### src/rtl/seq_multiplier_if.sv
// rtl/seq_multiplier_if.sv - request/result bundle between control and the shift-add multiplier
interface seq_multiplier_if #(
  parameter int size = 32
);
  logic            start_i;
  logic            signed_i;
  logic [size-1:0] src1_i;
  logic [size-1:0] src2_i;
  logic            busy_o;
  logic            done_o;
  logic [size-1:0] hi_o;
  logic [size-1:0] lo_o;

  modport master (
    output start_i, signed_i, src1_i, src2_i,
    input  busy_o, done_o, hi_o, lo_o
  );

  modport slave (
    input  start_i, signed_i, src1_i, src2_i,
    output busy_o, done_o, hi_o, lo_o
  );
endinterface

### src/rtl/seq_multiplier.sv
// rtl/seq_multiplier.sv - multi-cycle size x size -> 2*size shift-add multiplier
// Operates on magnitudes and fixes the sign in a final cycle, so one datapath serves both signednesses.
module seq_multiplier #(
  parameter int size = 32
) (
  input  logic            clk_i,
  input  logic            rst_i,
  seq_multiplier_if.slave bus
);

  localparam int cw = $clog2(size) + 1;

  typedef enum logic [1:0] {IDLE, CALC, FIX, DONE} state_t;

  state_t            state, state_next;
  logic [2*size-1:0] acc;
  logic [size-1:0]   mcand;
  logic [size-1:0]   mplier;
  logic [cw-1:0]     count;
  logic              neg;
  logic [size:0]     sum;
  logic              busy_next;
  logic              done_next;
  logic              accept;

  // Two's-complement magnitude; the most-negative value maps to 2^(size-1), which still fits.
  function automatic logic [size-1:0] mag(input logic [size-1:0] v, input logic s);
    return (s && v[size-1]) ? -v : v;
  endfunction

  always_ff @(posedge clk_i or negedge rst_i) begin
    if (!rst_i) begin
      state <= IDLE;
    end else begin
      state <= state_next;
    end
  end

  always_comb begin
    state_next = state;
    accept     = 1'b0;
    case (state)
      IDLE: begin
        if (bus.start_i) begin
          state_next = CALC;
          accept     = 1'b1;
        end
      end
      CALC: begin
        if (count == cw'(size - 1)) begin
          state_next = FIX;
        end
      end
      FIX:  state_next = DONE;
      DONE: begin
        accept     = bus.start_i;
        state_next = bus.start_i ? CALC : IDLE;
      end
      default: state_next = IDLE;
    endcase
    busy_next = (state_next == CALC) || (state_next == FIX);
    done_next = (state_next == DONE);
  end

  // Carry out of the upper half is kept in sum[size] and becomes the new MSB after the shift.
  always_comb begin
    sum = {1'b0, acc[2*size-1:size]};
    if (mplier[0]) begin
      sum = {1'b0, acc[2*size-1:size]} + {1'b0, mcand};
    end
  end

  always_ff @(posedge clk_i or negedge rst_i) begin
    if (!rst_i) begin
      acc        <= '0;
      mcand      <= '0;
      mplier     <= '0;
      count      <= '0;
      neg        <= 1'b0;
      bus.hi_o   <= '0;
      bus.lo_o   <= '0;
      bus.busy_o <= 1'b0;
      bus.done_o <= 1'b0;
    end else begin
      bus.busy_o <= busy_next;
      bus.done_o <= done_next;
      if (accept) begin
        mcand  <= mag(bus.src1_i, bus.signed_i);
        mplier <= mag(bus.src2_i, bus.signed_i);
        neg    <= bus.signed_i & (bus.src1_i[size-1] ^ bus.src2_i[size-1]);
        acc    <= '0;
        count  <= '0;
      end else if (state == CALC) begin
        acc    <= {sum, acc[size-1:1]};
        mplier <= mplier >> 1;
        count  <= count + 1'b1;
      end else if (state == FIX) begin
        {bus.hi_o, bus.lo_o} <= neg ? -acc : acc;
      end
    end
  end

endmodule

### src/flat_wrapper.sv
// flat-port wrapper written by rule: the top's interface ports become plain ports
module seq_multiplier_flat 
#(
  parameter int size = 32
)
  (clk_i, rst_i, bus_start_i, bus_signed_i, bus_src1_i, bus_src2_i, bus_busy_o, bus_done_o, bus_hi_o, bus_lo_o);
  seq_multiplier_if #(.size(size)) bus_i ();
  input  logic clk_i;
  input  logic rst_i;
  input wire logic [$bits(bus_i.start_i)-1:0] bus_start_i;
  input wire logic [$bits(bus_i.signed_i)-1:0] bus_signed_i;
  input wire logic [$bits(bus_i.src1_i)-1:0] bus_src1_i;
  input wire logic [$bits(bus_i.src2_i)-1:0] bus_src2_i;
  output wire logic [$bits(bus_i.busy_o)-1:0] bus_busy_o;
  output wire logic [$bits(bus_i.done_o)-1:0] bus_done_o;
  output wire logic [$bits(bus_i.hi_o)-1:0] bus_hi_o;
  output wire logic [$bits(bus_i.lo_o)-1:0] bus_lo_o;
  assign bus_i.start_i = bus_start_i;
  assign bus_i.signed_i = bus_signed_i;
  assign bus_i.src1_i = bus_src1_i;
  assign bus_i.src2_i = bus_src2_i;
  assign bus_busy_o = bus_i.busy_o;
  assign bus_done_o = bus_i.done_o;
  assign bus_hi_o = bus_i.hi_o;
  assign bus_lo_o = bus_i.lo_o;
  seq_multiplier #(.size(size)) u_core (.clk_i(clk_i), .rst_i(rst_i), .bus(bus_i));
endmodule
### config.mk
export PLATFORM = sky130hd
export DESIGN_NAME = seq_multiplier_flat
export DESIGN_NICKNAME = d
export VERILOG_FILES = /design/src/rtl/seq_multiplier_if.sv /design/src/rtl/seq_multiplier.sv /design/src/flat_wrapper.sv
export SDC_FILE = /design/constraint.sdc
export NUM_CORES = 1
export LEC_CHECK = 0
export BUFFER_PORTS_ARGS = -buffer_cell sky130_fd_sc_hd__buf_4
export CELL_PAD_IN_SITES_DETAIL_PLACEMENT = 1
export CELL_PAD_IN_SITES_GLOBAL_PLACEMENT = 2
export CORE_UTILIZATION = 33
export DETAILED_ROUTE_END_ITERATION = 6
export GPL_ROUTABILITY_DRIVEN = 0
export GPL_TIMING_DRIVEN = 0
export PLACE_DENSITY_LB_ADDON = 0.1
export REMOVE_ABC_BUFFERS = 1
export SETUP_SLACK_MARGIN = 0.1
export SYNTH_ARGS = -nofsm -noshare
export SYNTH_HDL_FRONTEND = slang
export SYNTH_SLANG_ARGS = --single-unit
### constraint.sdc
create_clock -name clk_i -period 2.9 [get_ports clk_i]
set_input_delay 0 -clock clk_i [delete_from_list [all_inputs] [get_ports clk_i]]
set_output_delay 0 -clock clk_i [all_outputs]
set_load 0.1 [all_outputs]
* Yosys cells after proc, flatten, opt, wreduce, memory -nomap -nowiden *
Index checks and enable logic that the tools add are counted.
Widths: inputs -> output; s select.

operators by class
  bitwise logic cells = 4
  multiplexer cells = 16
  add/sub/neg operators = 5
  reductions and logical operators = 6
  equal/unequal tests = 7

operators by type and width
  operator             number
  $mux 64              3
  $mux 32              4
  $neg 32->32          2
  $neg 64->64          1
  $add 32x32->33       1
  $mux 33              1
  $mux 6               2
  $eq 2x2->1 const B   4
  $pmux 2 s4           1
  $add 6x1->6 const B  1
  $eq 6x5->1 const B   1
  $eq 2x1->1 const B   2
  $mux 2               2
  $reduce_and 3->1     1
  $logic_and 1x1->1    2
  $logic_not 2->1      1
  $mux 1               2
  $not 1->1            2
  $pmux 1 s2           1
  $reduce_bool 2->1    1
  $and 1x1->1          1
  $logic_or 1x1->1     1
  $xor 1x1->1          1

storage, ports and cells
  bits in registers = 203
  input bits = 68
  output and inout bits = 66
  logic and storage cells = 48

* Longest topological paths before layout *
Gate-level depths: netlist of run 1.

  depth after elaboration = 5
  mapped depth = 11
  gate-level depth less buffers = 11

* Worst setup path after synthesis of run 1 *
No wires, ideal clock.

  path kind = reg-to-reg
  start = reg u_core.acc[29]
  end = reg u_core.bus.hi_o[22]
  slack = 0.098 ns
  data arrival time = 2.665 ns
  period minus slack after synthesis = 2.802 ns
  data required time = 2.763 ns
  setup time = 0.137 ns
  cell stages (with the launch flop) = 9
  buffers on the path = 0
  cells stage by stage = dfrtp_1 > or4_4 > nor4_4 > nand4_2 > or4_4 > or4_4 > o31ai_4 > xor2_1 > a21oi_1

between the ends
  cells in the longest elaborated chain, start to end = 2

ends and longest elaborated chain
  element                   line                     source
  start: declaration        seq_multiplier.sv:16     logic [2*size-1:0] acc;
  start signal: assignment  seq_multiplier.sv:94     acc <= {sum, acc[size-1:1]};
  $neg 64->64               seq_multiplier.sv:98     {bus.hi_o, bus.lo_o} <= neg ? -acc : acc;
  $mux 64                   seq_multiplier.sv:98
  end signal: assignment    seq_multiplier.sv:98
  end: declaration          seq_multiplier_if.sv:21  output busy_o, done_o, hi_o, lo_o

Every way passes these cells.
A chain may end at the register's enable or synchronous reset.

* Worst setup path after layout of run 1 *
  start = reg u_core.acc[28]
  end = reg u_core.bus.hi_o[22]

The elaborated chain is that of the path after synthesis.

==> metrics.md, run 1 <==
| Metric | Value |
|---|---|
| Status | finished with violations |
| Failing checks | setup timing |
| Fillers | 4305 |
| Initial core utilization | about 33% |
| Crit. End Element | flip-flop |
| Clock latency on the worst-skew pair | approximately 0.54 ns |
| Clk pin slew, worst setup/hold paths | ~0.060 ns |
| CTS H-tree lvls | 1 |
| Clock root buffer | clkbuf_16 |
| Io pins | approximately 130 |
| Vias in the first global route | roughly 11000 |
| Critical path peak fanout | 4 |
| CTS tree | done |
| DP Worst Slack | -0.5072 ns |
| CTS max path bufs | 3 |
| Remaining antenna violation count | 0 |
| DRT Wirelength | 37130 um |
| Core Region | between 30000 and 40000 sq um |
| Startpoint types | flip-flop |
| Cell Area, Placed | ~14000 sq um |
| First-pass GRT wire length | 60740 um |
| Slew Limit Fails | 0 |
| Worst vdd ir | about 0.43 mV |
| Final non-filler cell area | around 17000 sq um |
| Yosys Warn Count | 0 |
| HPWL after DPL | approximately 25000 um |
| Pwr dens | approximately 980 nW/um^2 |
| GR Util All Layers | roughly a fifth |
| Final period util | 106.5% |
| Routed len/inst | about 17 um |
| Initial antenna violation count | 1 |
| Unrepaired setup endpoints after global routing | yes |
| Synth cell types | 55 |
| Final setup margin | -0.1897 ns |
| Final clock skew | approximately 0.022 ns |
| Residual DRC | 0 |
| Fin crit period | about 3.1 ns |
| Sequential element share of the synthesized area | 40.49% |
| Grt ovf | 0 |
| Largest net degree at the start of global routing | approximately 100 |
| Ant diodes | 0 |
| Leak Pwr | roughly 7.5 nW |
| # port buffers | ~130 |
| Worst Tran Pin Value | roughly 0.84 ns |
| First-pass DRT Iterations | 4 |
| Post-synth EDFFs | 0 |
| Final setup vio count | 5 |
| Pwr Total | about 16 mW |
| Via count | 10850 |
| # rows | 71 |
| Max cap viols | 0 |
| Syn-to-layout area delta | 31.81% |
| DR iter-0 viols | between 300 and 400 |
| Setup TNS | -0.4609 ns |
| Syn Std Cell Area | ~13000 sq um |
| Max-slew headroom | 44.19% |
| Ys flop type | dfrtp_1 |
| WS Path Type | reg2reg |
| Seq cells post-synth | 203 |
| Final net count | approximately 1700 |
| Die area | about 39000 sq um |
| Share of cells above drive strength 1 | a little under a fifth |
| Post-Syn Instances | approximately 1400 |
| Die height | between 150 and 200 um |
| Horiz. Die Dim | around 200 um |
| Fin. Hold Viols | 0 |
| Avg Cell Area, Syn | ~8.9 sq um |
| Via density | about 5.1 |
| Worst path arrival time | roughly 3.5 ns |
| CP required | approximately 3.3 ns |
| Max Fclk | 323.7 MHz |
| CTS buffer count | 26 |
| Num Clock Sinks | 203 |
| Post-synth ARST share | 100.0% |
| Worst hold path class | in2reg |
-- area by class of cell --
class | instances | area [sq um] | area share (%)
Clock inverter | 7 | 85.08 | 0.5145
Multi-Input combinational cell | 1097 | 7465 | 45.14
Inverter | 25 | 93.84 | 0.5675
Clock buffer | 38 | 757.0 | 4.577
Timing Repair Buffer | 267 | 2400 | 14.51
Sequential cell | 203 | 5097 | 30.82
Tap cell | 511 | 639.4 | 3.866
-- synth_stat cells (12+ instances only) --
cell type | n | area [sq um]
or3_1 | 20 | 125.1
inv_1 | 25 | 93.84
nand4_1 | 12 | 75.07
o21ai_0 | 112 | 560.5
clkbuf_1 | 67 | 251.5
mux2_2 | 13 | 146.4
mux2i_1 | 73 | 730.7
o31ai_1 | 28 | 210.2
o41ai_1 | 13 | 113.9
nand2b_1 | 12 | 75.07
or4_1 | 16 | 120.1
nand2_1 | 137 | 514.2
dfrtp_1 | 203 | 5080
xnor2_1 | 54 | 473.0
ha_1 | 40 | 500.5
a31oi_1 | 21 | 131.4
xor2_1 | 96 | 840.8
nor2b_1 | 21 | 131.4
nand3_1 | 20 | 100.1
nor2_1 | 143 | 536.8
a21o_1 | 21 | 157.7
buf_1 | 15 | 56.30
a211oi_1 | 20 | 150.1
a21oi_1 | 131 | 655.6
nor3_1 | 18 | 90.09
-- metrics by stage --
step | hold WS [ns] | utilization [%] | std cells
2_1_floorplan | -0.2956 | - | 1323
3_3_place_gp | 0.2640 | 36.93 | 1967
3_5_place_dp | 0.08667 | 37.56 | 1975
4_1_cts | 0.02106 | 43.22 | 2133
5_1_grt | 0.1345 | 44.01 | 2148
6_report | 0.04316 | 44.01 | 2148
-- cell families (layout without fill, tap and decap cells) --
logic type	count (synthesis)	count (layout)	share of synthesized area [%]
adders and majority gates	41	41	4.149
buffers and inverters	107	337	3.201
xor gates and xnor gates	150	150	10.47
and+or+nand+nor	437	439	16.61
DFF	203	203	40.49
muxes	86	86	6.991
AOI/OAI and AO/OA	381	381	18.09
-- power breakdown --
group | internal [mW] | switching [mW] | total, mW
combinational | 3.59 | 4.64 | 8.23
sequential | 3.64 | 1.11 | 4.75
clock | 1.97 | 1.23 | 3.20
-- flip-flops by register name (all words and copies together), names as in the netlist --
register and cells:
u_core.count 6, u_core.mcand 32, u_core.bus.done_o 1, u_core.bus.busy_o 1, u_core.state 2, u_core.mplier 32
u_core.bus.lo_o 32, u_core.neg 1, u_core.bus.hi_o 32, u_core.acc 64
-- metal layers --
layer / part of all wire [%] / routed length, um / vias up / GRT usage, %
met2: 48 / 17750 / 134 / 32.40
met5: 0.024 / 9 / - / 0
met3: 3.2 / 1174 / 34 / 2.618
met4: 1.4 / 522 / 2 / 4.508
li1: - / - / 5411 / -
met1: 48 / 17670 / 5271 / 26.02
-- cells in the final DEF (no fill, tap or decap), drive strengths merged, types with 4 or more instances in the layout --
cell type,synthesis,routed
o22ai,6,6
o31ai,29,29
buf,15,178
o41ai,13,13
dlygate4sd3,0,89
o21ai,114,114
inv,25,25
a211oi,20,20
nor2b,21,21
mux2,13,13
clkinv,0,5
a31oi,21,21
nand4,13,13
xor2,96,96
dfrtp,203,203
nor4,12,12
mux2i,73,73
nor3,20,20
nand2,137,137
xnor2,54,54
or2,6,6
nor3b,4,4
a21oi,131,131
or4,20,20
o221ai,4,4
nand3,20,20
a21o,21,21
and2,5,5
ha,40,40
nand2b,12,14
clkbuf,67,38
nor2,143,143
or3,20,20
-- critical path: stages, from the launching register on --
cell and delay, ns:
dfrtp_1 0.39, or4_4 0.59, nor4_4 0.32, nand4_2 0.18
or4_4 0.47, or4_4 0.49, o31ai_4 0.19, xor2_1 0.22
a21oi_1 0.09
-- timing repair --
item | 4_1_cts | 5_1_grt
setup endpoints to repair | 41 | 34
hold buffers | 89 | 0
gates resized for setup | 46 | 35
pin swaps | 15 | 11
endpoints found under the hold margin | 168 | 0
setup buffers | 23 | 14
gates cloned | 1 | 1
-- final timing paths --
kind	cells past startpoint	startpoint	endpoint	slack (ns)
setup / recovery	8	u_core.acc[28]	u_core.bus.hi_o[22]	-0.19
hold / removal	6	bus_src2_i[4]	u_core.mplier[5]	0.04
setup reg to reg	8	u_core.acc[28]	u_core.bus.hi_o[22]	-0.19
hold reg to reg	2	u_core.mcand[29]	u_core.mcand[29]	0.48
max in group asynchronous	3	rst_i	u_core.acc[4]	1.82
min in group asynchronous	2	rst_i	u_core.bus.done_o	0.06
No activity file was read; power rests on OpenSTA's default activity.
==> run 2: changes to the inputs <==
--- a/config.mk
+++ b/config.mk
@@ -10,9 +10,8 @@
 export CELL_PAD_IN_SITES_GLOBAL_PLACEMENT = 2
 export CORE_UTILIZATION = 33
 export DETAILED_ROUTE_END_ITERATION = 6
-export GPL_ROUTABILITY_DRIVEN = 0
 export GPL_TIMING_DRIVEN = 0
-export PLACE_DENSITY_LB_ADDON = 0.1
+export PLACE_DENSITY_LB_ADDON = 0.15
 export REMOVE_ABC_BUFFERS = 1
 export SETUP_SLACK_MARGIN = 0.1
 export SYNTH_ARGS = -nofsm -noshare
==> metrics.md, run 2 (synthesis gave the netlist of run 1 again) <==
| Metric | Value |
|---|---|
| Fin crit period | 2.989 ns (was 3.090 ns) |
| Most frequent cells in the layout | 192 x dfrtp_1, 161 x buf_4, 142 x nor2_1 (was 189 x dfrtp_1, 165 x buf_4, 142 x nor2_1) |
| Pwr dens | 967.7 nW/um^2 (was 978.3 nW/um^2) |
| Final net count | 1729 (unchanged) |
| Syn-to-layout area delta | 31.50% (was 31.81%) |
| GR Util All Layers | 19.05% (was 19.23%) |
| GRT Max-Usage Layer | met2 (unchanged) |
| Fillers | 4334 (was 4305) |
| Share of cells above drive strength 1 | 18.78% (was 19.12%) |
| Storage cell area | 5094 sq um (was 5097 sq um) |
| Met2 Use GR | 32.93% (was 32.40%) |
| Initial core utilization | 33.39% (unchanged) |
| Routability cong. | 0.7819 |
| Final clock skew | 0.01508 ns (was 0.02236 ns) |
| Commonest non-fill, non-tap cell in the layout | dfrtp_1 (unchanged) |
| Fin cells | 2151 (was 2148) |
| Startpoint types | flip-flop (unchanged) |
| WS Path Type | reg2reg (unchanged) |
| Critical path peak fanout | 3 (was 4) |
| Worst hold path class | in2async (was in2reg) |
| Initial antenna violation count | 0 (was 1) |
| Reg with most FFs | u_core.acc (unchanged) |
| Largest net degree at the start of global routing | 118 (was 103) |
| Remaining antenna violation count | 0 (unchanged) |
| CTS tree | done (unchanged) |
| Fin. Hold Viols | 0 (unchanged) |
| Max FFs per register | 64 (unchanged) |
| Clock root buffer | clkbuf_16 (unchanged) |
| Final period util | 103.1% (was 106.5%) |
| CTS H-tree lvls | 1 (unchanged) |
| Max cap viols | 0 (unchanged) |
| Placed insts | 1974 (was 1975) |
| HPWL after DPL | 25130 um (was 25340 um) |
| Io pins | 134 (unchanged) |
| Global-route met1 utilization | 25.28% (was 26.02%) |
| First-pass GRT wire length | 60130 um (was 60740 um) |
| Leak Pwr | 7.507 nW (was 7.532 nW) |
| CP required | 3.30 ns (was 3.29 ns) |
| Crit. End Element | flip-flop (unchanged) |
| Residual DRC | 0 (unchanged) |
| CTS max path bufs | 3 (unchanged) |
| Via count | 10900 (was 10850) |
| Met3 Resource Use GR | 2.498% (was 2.618%) |
| Failing checks | setup timing (unchanged) |
| Pwr Total | 15.96 mW (was 16.18 mW) |
| Max Fclk | 334.6 MHz (was 323.7 MHz) |
| Worst Tran Pin Value | 0.8475 ns (was 0.8371 ns) |
| DR iter-0 viols | 334 (was 375) |
| Slew Limit Fails | 0 (unchanged) |
| # rows | 71 (unchanged) |
| First-pass DRT Iterations | 4 (unchanged) |
| Final setup vio count | 4 (was 5) |
| Die height | 197.0 um (unchanged) |
| Num Clock Sinks | 203 (unchanged) |
| Setup TNS | -0.1217 ns (was -0.4609 ns) |
| Via density | 5.066 (was 5.052) |
| Clock latency on the worst-skew pair | 0.54 ns (about the same) |
| Routed len/inst | 17.03 um (was 17.28 um) |
| Unrepaired setup endpoints after global routing | yes (unchanged) |
| Worst path arrival time | 3.39 ns (was 3.48 ns) |
| Max-slew headroom | 43.24% (was 44.19%) |
| Status | finished with violations (unchanged) |
| DRT Wirelength | 36630 um (was 37130 um) |
| CTS buffer count | 26 (unchanged) |
| Final Util | 43.90% (was 44.01%) |
| # port buffers | 133 (unchanged) |
| Vias in the first global route | 11360 (was 11370) |
| Clk pin slew, worst setup/hold paths | 0.06 ns (about the same) |
| Ant diodes | 0 (unchanged) |
| Horiz. Die Dim | 197.0 um (unchanged) |
| Final setup margin | -0.08857 ns (was -0.1897 ns) |
| Worst vdd ir | 0.3612 mV (was 0.4299 mV) |
| Grt ovf | 0 (unchanged) |
| Core Region | 37580 sq um (unchanged) |
| Area of the multi-input gates | 7453 sq um (was 7465 sq um) |
| Die area | 38800 sq um (unchanged) |
-- run 2: cell types whose count changed in the layout (fill, tap and decap cells not counted), moves of 2 or more --
cell           before  now
buf_16              5    3
buf_4             165  161
clkbuf_8            4    6
clkinvlp_4          0    2
dfrtp_1           189  192
dfrtp_2            14   11
dlygate4sd3_1      89   94
ha_1               29   31
ha_2                2    5
ha_4                9    4
o21ai_2             1    3
or2_2               5    3
or2_4               1    3
-- run 2: routing by layer --
layer  routed length [um]  share of wire, %  vias to the layer above
met2                17600                48                      146
met4                  519               1.4                        0
li1                     -                 -                     5415
met3                 1330               3.6                       36
met1                17180                47                     5299
met5                    0                 0                        -
-- run 2: worst max-delay path, stage by stage, from the launching register on --
cell and delay, ns:
dfrtp_1 0.38, or4_4 0.58, nor4_4 0.26, buf_4 0.17, nand4_4 0.09, or4_4 0.45
or4_4 0.48, o31ai_4 0.19, xor2_1 0.17, a21oi_1 0.08
-- run 2: where the power goes --
part / switching, mW / total [mW] / internal (mW)
registers: 1.05 / 4.68 / 3.63
clock network: 1.28 / 3.22 / 1.94
logic: 4.63 / 8.07 / 3.44
-- run 2: final timing paths --
check,cells after the start,startpoint,to,slack [ns]
max,9,u_core.acc[19],u_core.bus.hi_o[22],-0.09
min,2,rst_i,u_core.bus.lo_o[1],0.02
max reg2reg,9,u_core.acc[19],u_core.bus.hi_o[22],-0.09
min reg2reg,2,u_core.mcand[22],u_core.mcand[22],0.49
max in group asynchronous,3,rst_i,u_core.mplier[10],1.82
min in group clk_i,6,bus_src2_i[4],u_core.mplier[5],0.04
-- run 2: final cells by class --
class	instances	area share, %
repair buffers	266	14.31
clock buffers	39	4.733
well taps	511	3.876
clock inverters	9	0.4551
flip-flops and latches	203	30.88
multi-input cells	1098	45.18
inverters	25	0.5688
-- run 2: timing repair --
| action | CTS | global route |
|---|---|---|
| resized for setup | 44 | 37 |
| pin swaps | 13 | 13 |
| endpoints found under the setup margin | 40 | 34 |
| cloned | 2 | 1 |
| setup buffers | 24 | 8 |
| hold buffers | 94 | 0 |
| hold endpoints to repair | 152 | 0 |
-- run 2: per-stage QoR --
| step | setup WS (ns) | hold WS, ns | instance area (sq um) |
|---|---|---|---|
| after global routing | -0.2186 | 0.09893 | 16500 |
| after floorplan | -2.839 | -0.2956 | 12240 |
| after global placement | -6.164 | 0.2586 | 13880 |
| after detailed placement | -0.5621 | 0.05159 | 14090 |
| final | -0.08857 | 0.01566 | 16500 |
| after CTS | -0.09813 | 0.005103 | 16280 |
==> run 3: changes to the inputs <==
--- a/config.mk
+++ b/config.mk
@@ -9,8 +9,10 @@
 export CELL_PAD_IN_SITES_DETAIL_PLACEMENT = 1
 export CELL_PAD_IN_SITES_GLOBAL_PLACEMENT = 2
 export CORE_UTILIZATION = 33
+export CTS_CLUSTER_DIAMETER = 100
 export DETAILED_ROUTE_END_ITERATION = 6
 export GPL_TIMING_DRIVEN = 0
+export HOLD_SLACK_MARGIN = 0.15
 export PLACE_DENSITY_LB_ADDON = 0.15
 export REMOVE_ABC_BUFFERS = 1
 export SETUP_SLACK_MARGIN = 0.1
==> constraint.sdc (replaced) <==
create_clock -name clk_i -period 2.9 [get_ports clk_i]
set_input_delay 0.145 -clock clk_i [delete_from_list [all_inputs] [get_ports clk_i]]
set_output_delay 0.145 -clock clk_i [all_outputs]
set_load 0.1 [all_outputs]
==> metrics.md, run 3 (synthesis gave the netlist of run 1 again) <==
| Metric | Value |
|---|---|
| Initial core utilization | 33.39% (unchanged) |
| Clk pin slew, worst setup/hold paths | 0.06 ns (about the same) |
| Max cap viols | 0 (unchanged) |
| Worst r2r path cells | 9 (unchanged) |
| Cell Area, Placed | 14090 sq um (unchanged) |
| Io pins | 134 (unchanged) |
| Startpoint types | flip-flop (unchanged) |
| Share of cells above drive strength 1 | 18.85% (was 18.78%) |
| Clock latency on the worst-skew pair | 0.54 ns (about the same) |
| Fin. Hold Viols | 0 (unchanged) |
| Via count | 10900 (about the same) |
| Cell family with most CP delay | simple AND/OR/NAND/NOR gates (unchanged) |
| Residual DRC | 0 (unchanged) |
| Most common cell on crit path | or4_4 (unchanged) |
| CTS buffer count | 26 (unchanged) |
| Fin crit period | 2.993 ns (was 2.989 ns) |
| Worst path arrival time | 3.39 ns (about the same) |
| First-pass GRT wire length | 60080 um (was 60130 um) |
| Leak Pwr | 7.507 nW (about the same) |
| CTS max path bufs | 3 (unchanged) |
| Core Region | 37580 sq um (unchanged) |
| Final setup vio count | 4 (unchanged) |
| Final clock skew | 0.01637 ns (was 0.01508 ns) |
| Die area | 38800 sq um (unchanged) |
| Worst hold path class | in2async (unchanged) |
| Ant diodes | 0 (unchanged) |
| Placed insts | 1974 (unchanged) |
| Worst R2R Start | u_core.acc[19] (unchanged) |
| Routed len/inst | 17.05 um (was 17.03 um) |
| Max-slew headroom | 42.74% (was 43.24%) |
| Syn-to-layout area delta | 31.50% (about the same) |
| Crit-path cells | or4_4, nor4_4, buf_4, nand4_4, or4_4, or4_4, o31ai_4, xor2_1, a21oi_1 (unchanged) |
| Slew Limit Fails | 0 (unchanged) |
| Reg with most FFs | u_core.acc (unchanged) |
| Largest net degree at the start of global routing | 118 (unchanged) |
| Vias in the first global route | 11350 (was 11360) |
| Final setup margin | -0.09289 ns (was -0.08857 ns) |
| Remaining antenna violation count | 0 (unchanged) |
| DRT Wirelength | 36670 um (was 36630 um) |
| Register-to-register setup slack | -0.09 ns (about the same) |
| Met2 WL | 17570 um (was 17600 um) |
| Top Metal Used | met4 (unchanged) |
| Via density | 5.069 (was 5.066) |
| Met3 wire length | 1379 um (was 1330 um) |
| Final non-filler cell area | 16500 sq um (about the same) |
| Max stage delay cell, worst path | or4_4 (unchanged) |
| DR iter-0 viols | 368 (was 334) |
| Clock root buffer | clkbuf_16 (unchanged) |
| GR Util All Layers | 19.03% (was 19.05%) |
| FF-to-FF End | u_core.bus.hi_o[22] (unchanged) |
| Unrepaired setup endpoints after global routing | yes (unchanged) |
| Max Fclk | 334.1 MHz (was 334.6 MHz) |
| CP required | 3.30 ns (about the same) |
| Crit. End Element | flip-flop (unchanged) |
| First-pass DRT Iterations | 4 (unchanged) |
| Grt ovf | 0 (unchanged) |
| CTS tree | done (unchanged) |
| Final net count | 1728 (was 1729) |
| Initial antenna violation count | 0 (unchanged) |
| Max FFs per register | 64 (unchanged) |
| Horiz. Die Dim | 197.0 um (unchanged) |
| Die height | 197.0 um (unchanged) |
| Status | finished with violations (unchanged) |
| Critical path peak fanout | 3 (unchanged) |
| Fin cells | 2150 (was 2151) |
| Commonest non-fill, non-tap cell in the layout | dfrtp_1 (unchanged) |
| Worst vdd ir | 0.3614 mV (was 0.3612 mV) |
| Routability cong. | 0.7819 (unchanged) |
| # rows | 71 (unchanged) |
| Num Clock Sinks | 203 (unchanged) |
| Final period util | 103.2% (was 103.1%) |
| Fillers | 4331 (was 4334) |
| # port buffers | 133 (unchanged) |
| WS Path Type | reg2reg (unchanged) |
| Most frequent cells in the layout | 192 x dfrtp_1, 161 x buf_4, 141 x nor2_1 (was 192 x dfrtp_1, 161 x buf_4, 142 x nor2_1) |
| Worst Tran Pin Value | 0.8550 ns (was 0.8475 ns) |
| Metal-1 WL | 17210 um (was 17180 um) |
| CTS H-tree lvls | 1 (unchanged) |
| Max stage delay on crit path | 0.58 ns (about the same) |
| Failing checks | setup timing (unchanged) |
| Worst Path Buf+Inv | 1 (unchanged) |
| Cell count along the critical path | 9 (unchanged) |
| HPWL after DPL | 25130 um (unchanged) |
| Pwr dens | 968.0 nW/um^2 (was 967.7 nW/um^2) |
## run 3: changes by cell type in the layout (fill, tap and decap cells not counted)
cell,delta
nor4_2,-1
nor4_4,+1
nor2_2,+1
dlygate4sd3_1,-1
nor2_1,-1
## run 3: worst reg2reg max path: cells and delay by family, from the launching register on
family          cells  cell delay, ns
simple gates        5            1.86
xor+xnor            1            0.17
flops               1            0.38
buf+inv             1            0.18
compound gates      2            0.27
## run 3: worst max path at each step
stage | slack, ns | start | endpoint
after floorplan | -2.84 | u_core.state[0] | u_core.acc[62]
final | -0.09 | u_core.acc[19] | u_core.bus.hi_o[22]
after global placement | -6.16 | u_core.state[0] | u_core.acc[61]
after detailed placement | -0.56 | u_core.acc[5] | u_core.bus.hi_o[25]
after global routing | -0.22 | u_core.acc[19] | u_core.bus.hi_o[22]
after CTS | -0.1 | u_core.acc[28] | u_core.bus.hi_o[22]
## run 3: power by group
part	internal (mW)	switching, mW
clock	1.94	1.28
sequential	3.63	1.05
combinational	3.44	4.63
## run 3: what timing repair did
| item | in CTS | in global routing |
|---|---|---|
| pin swaps | 13 | 13 |
| endpoints found under the hold margin | 153 | 0 |
| resized for setup | 44 | 39 |
| gates cloned | 2 | 1 |
| setup buffers | 24 | 8 |
| hold buffers | 93 | 0 |
| setup endpoints to repair | 40 | 38 |
## run 3: routing by layer
metal  vias up  global-route usage, %
met1      5304                  25.28
li1       5413                      -
met5         -                      0
met4         0                  4.134
met3        36                  2.498
met2       146                  32.88
## run 3: area by class of cell
class                           instances  area (sq um)  share of cell area [%]
Tap cell                              511         639.4                   3.875
Clock inverter                          9         75.07                  0.4550
Multi-Input combinational cell       1098          7465                   45.25
Clock buffer                           39         780.7                   4.732
Timing Repair Buffer                  265          2351                   14.25
Inverter                               25         93.84                  0.5688
Sequential cell                       203          5094                   30.87
## run 3: stage by stage
stage	util [%]	TNS, ns	hold WS (ns)	worst slack (ns)	power [mW]
floorplan	-	-223.28	-0.1506	-2.839	9.941
global placement	36.93	-575.85	0.4036	-6.164	11.57
detailed placement	37.49	-7.775	0.1966	-0.5621	11.99
CTS	43.31	-0.1661	0.1501	-0.09813	15.90
global route	43.91	-0.9899	0.2439	-0.2186	17.26
finish	43.91	-0.1376	0.1700	-0.09289	15.97
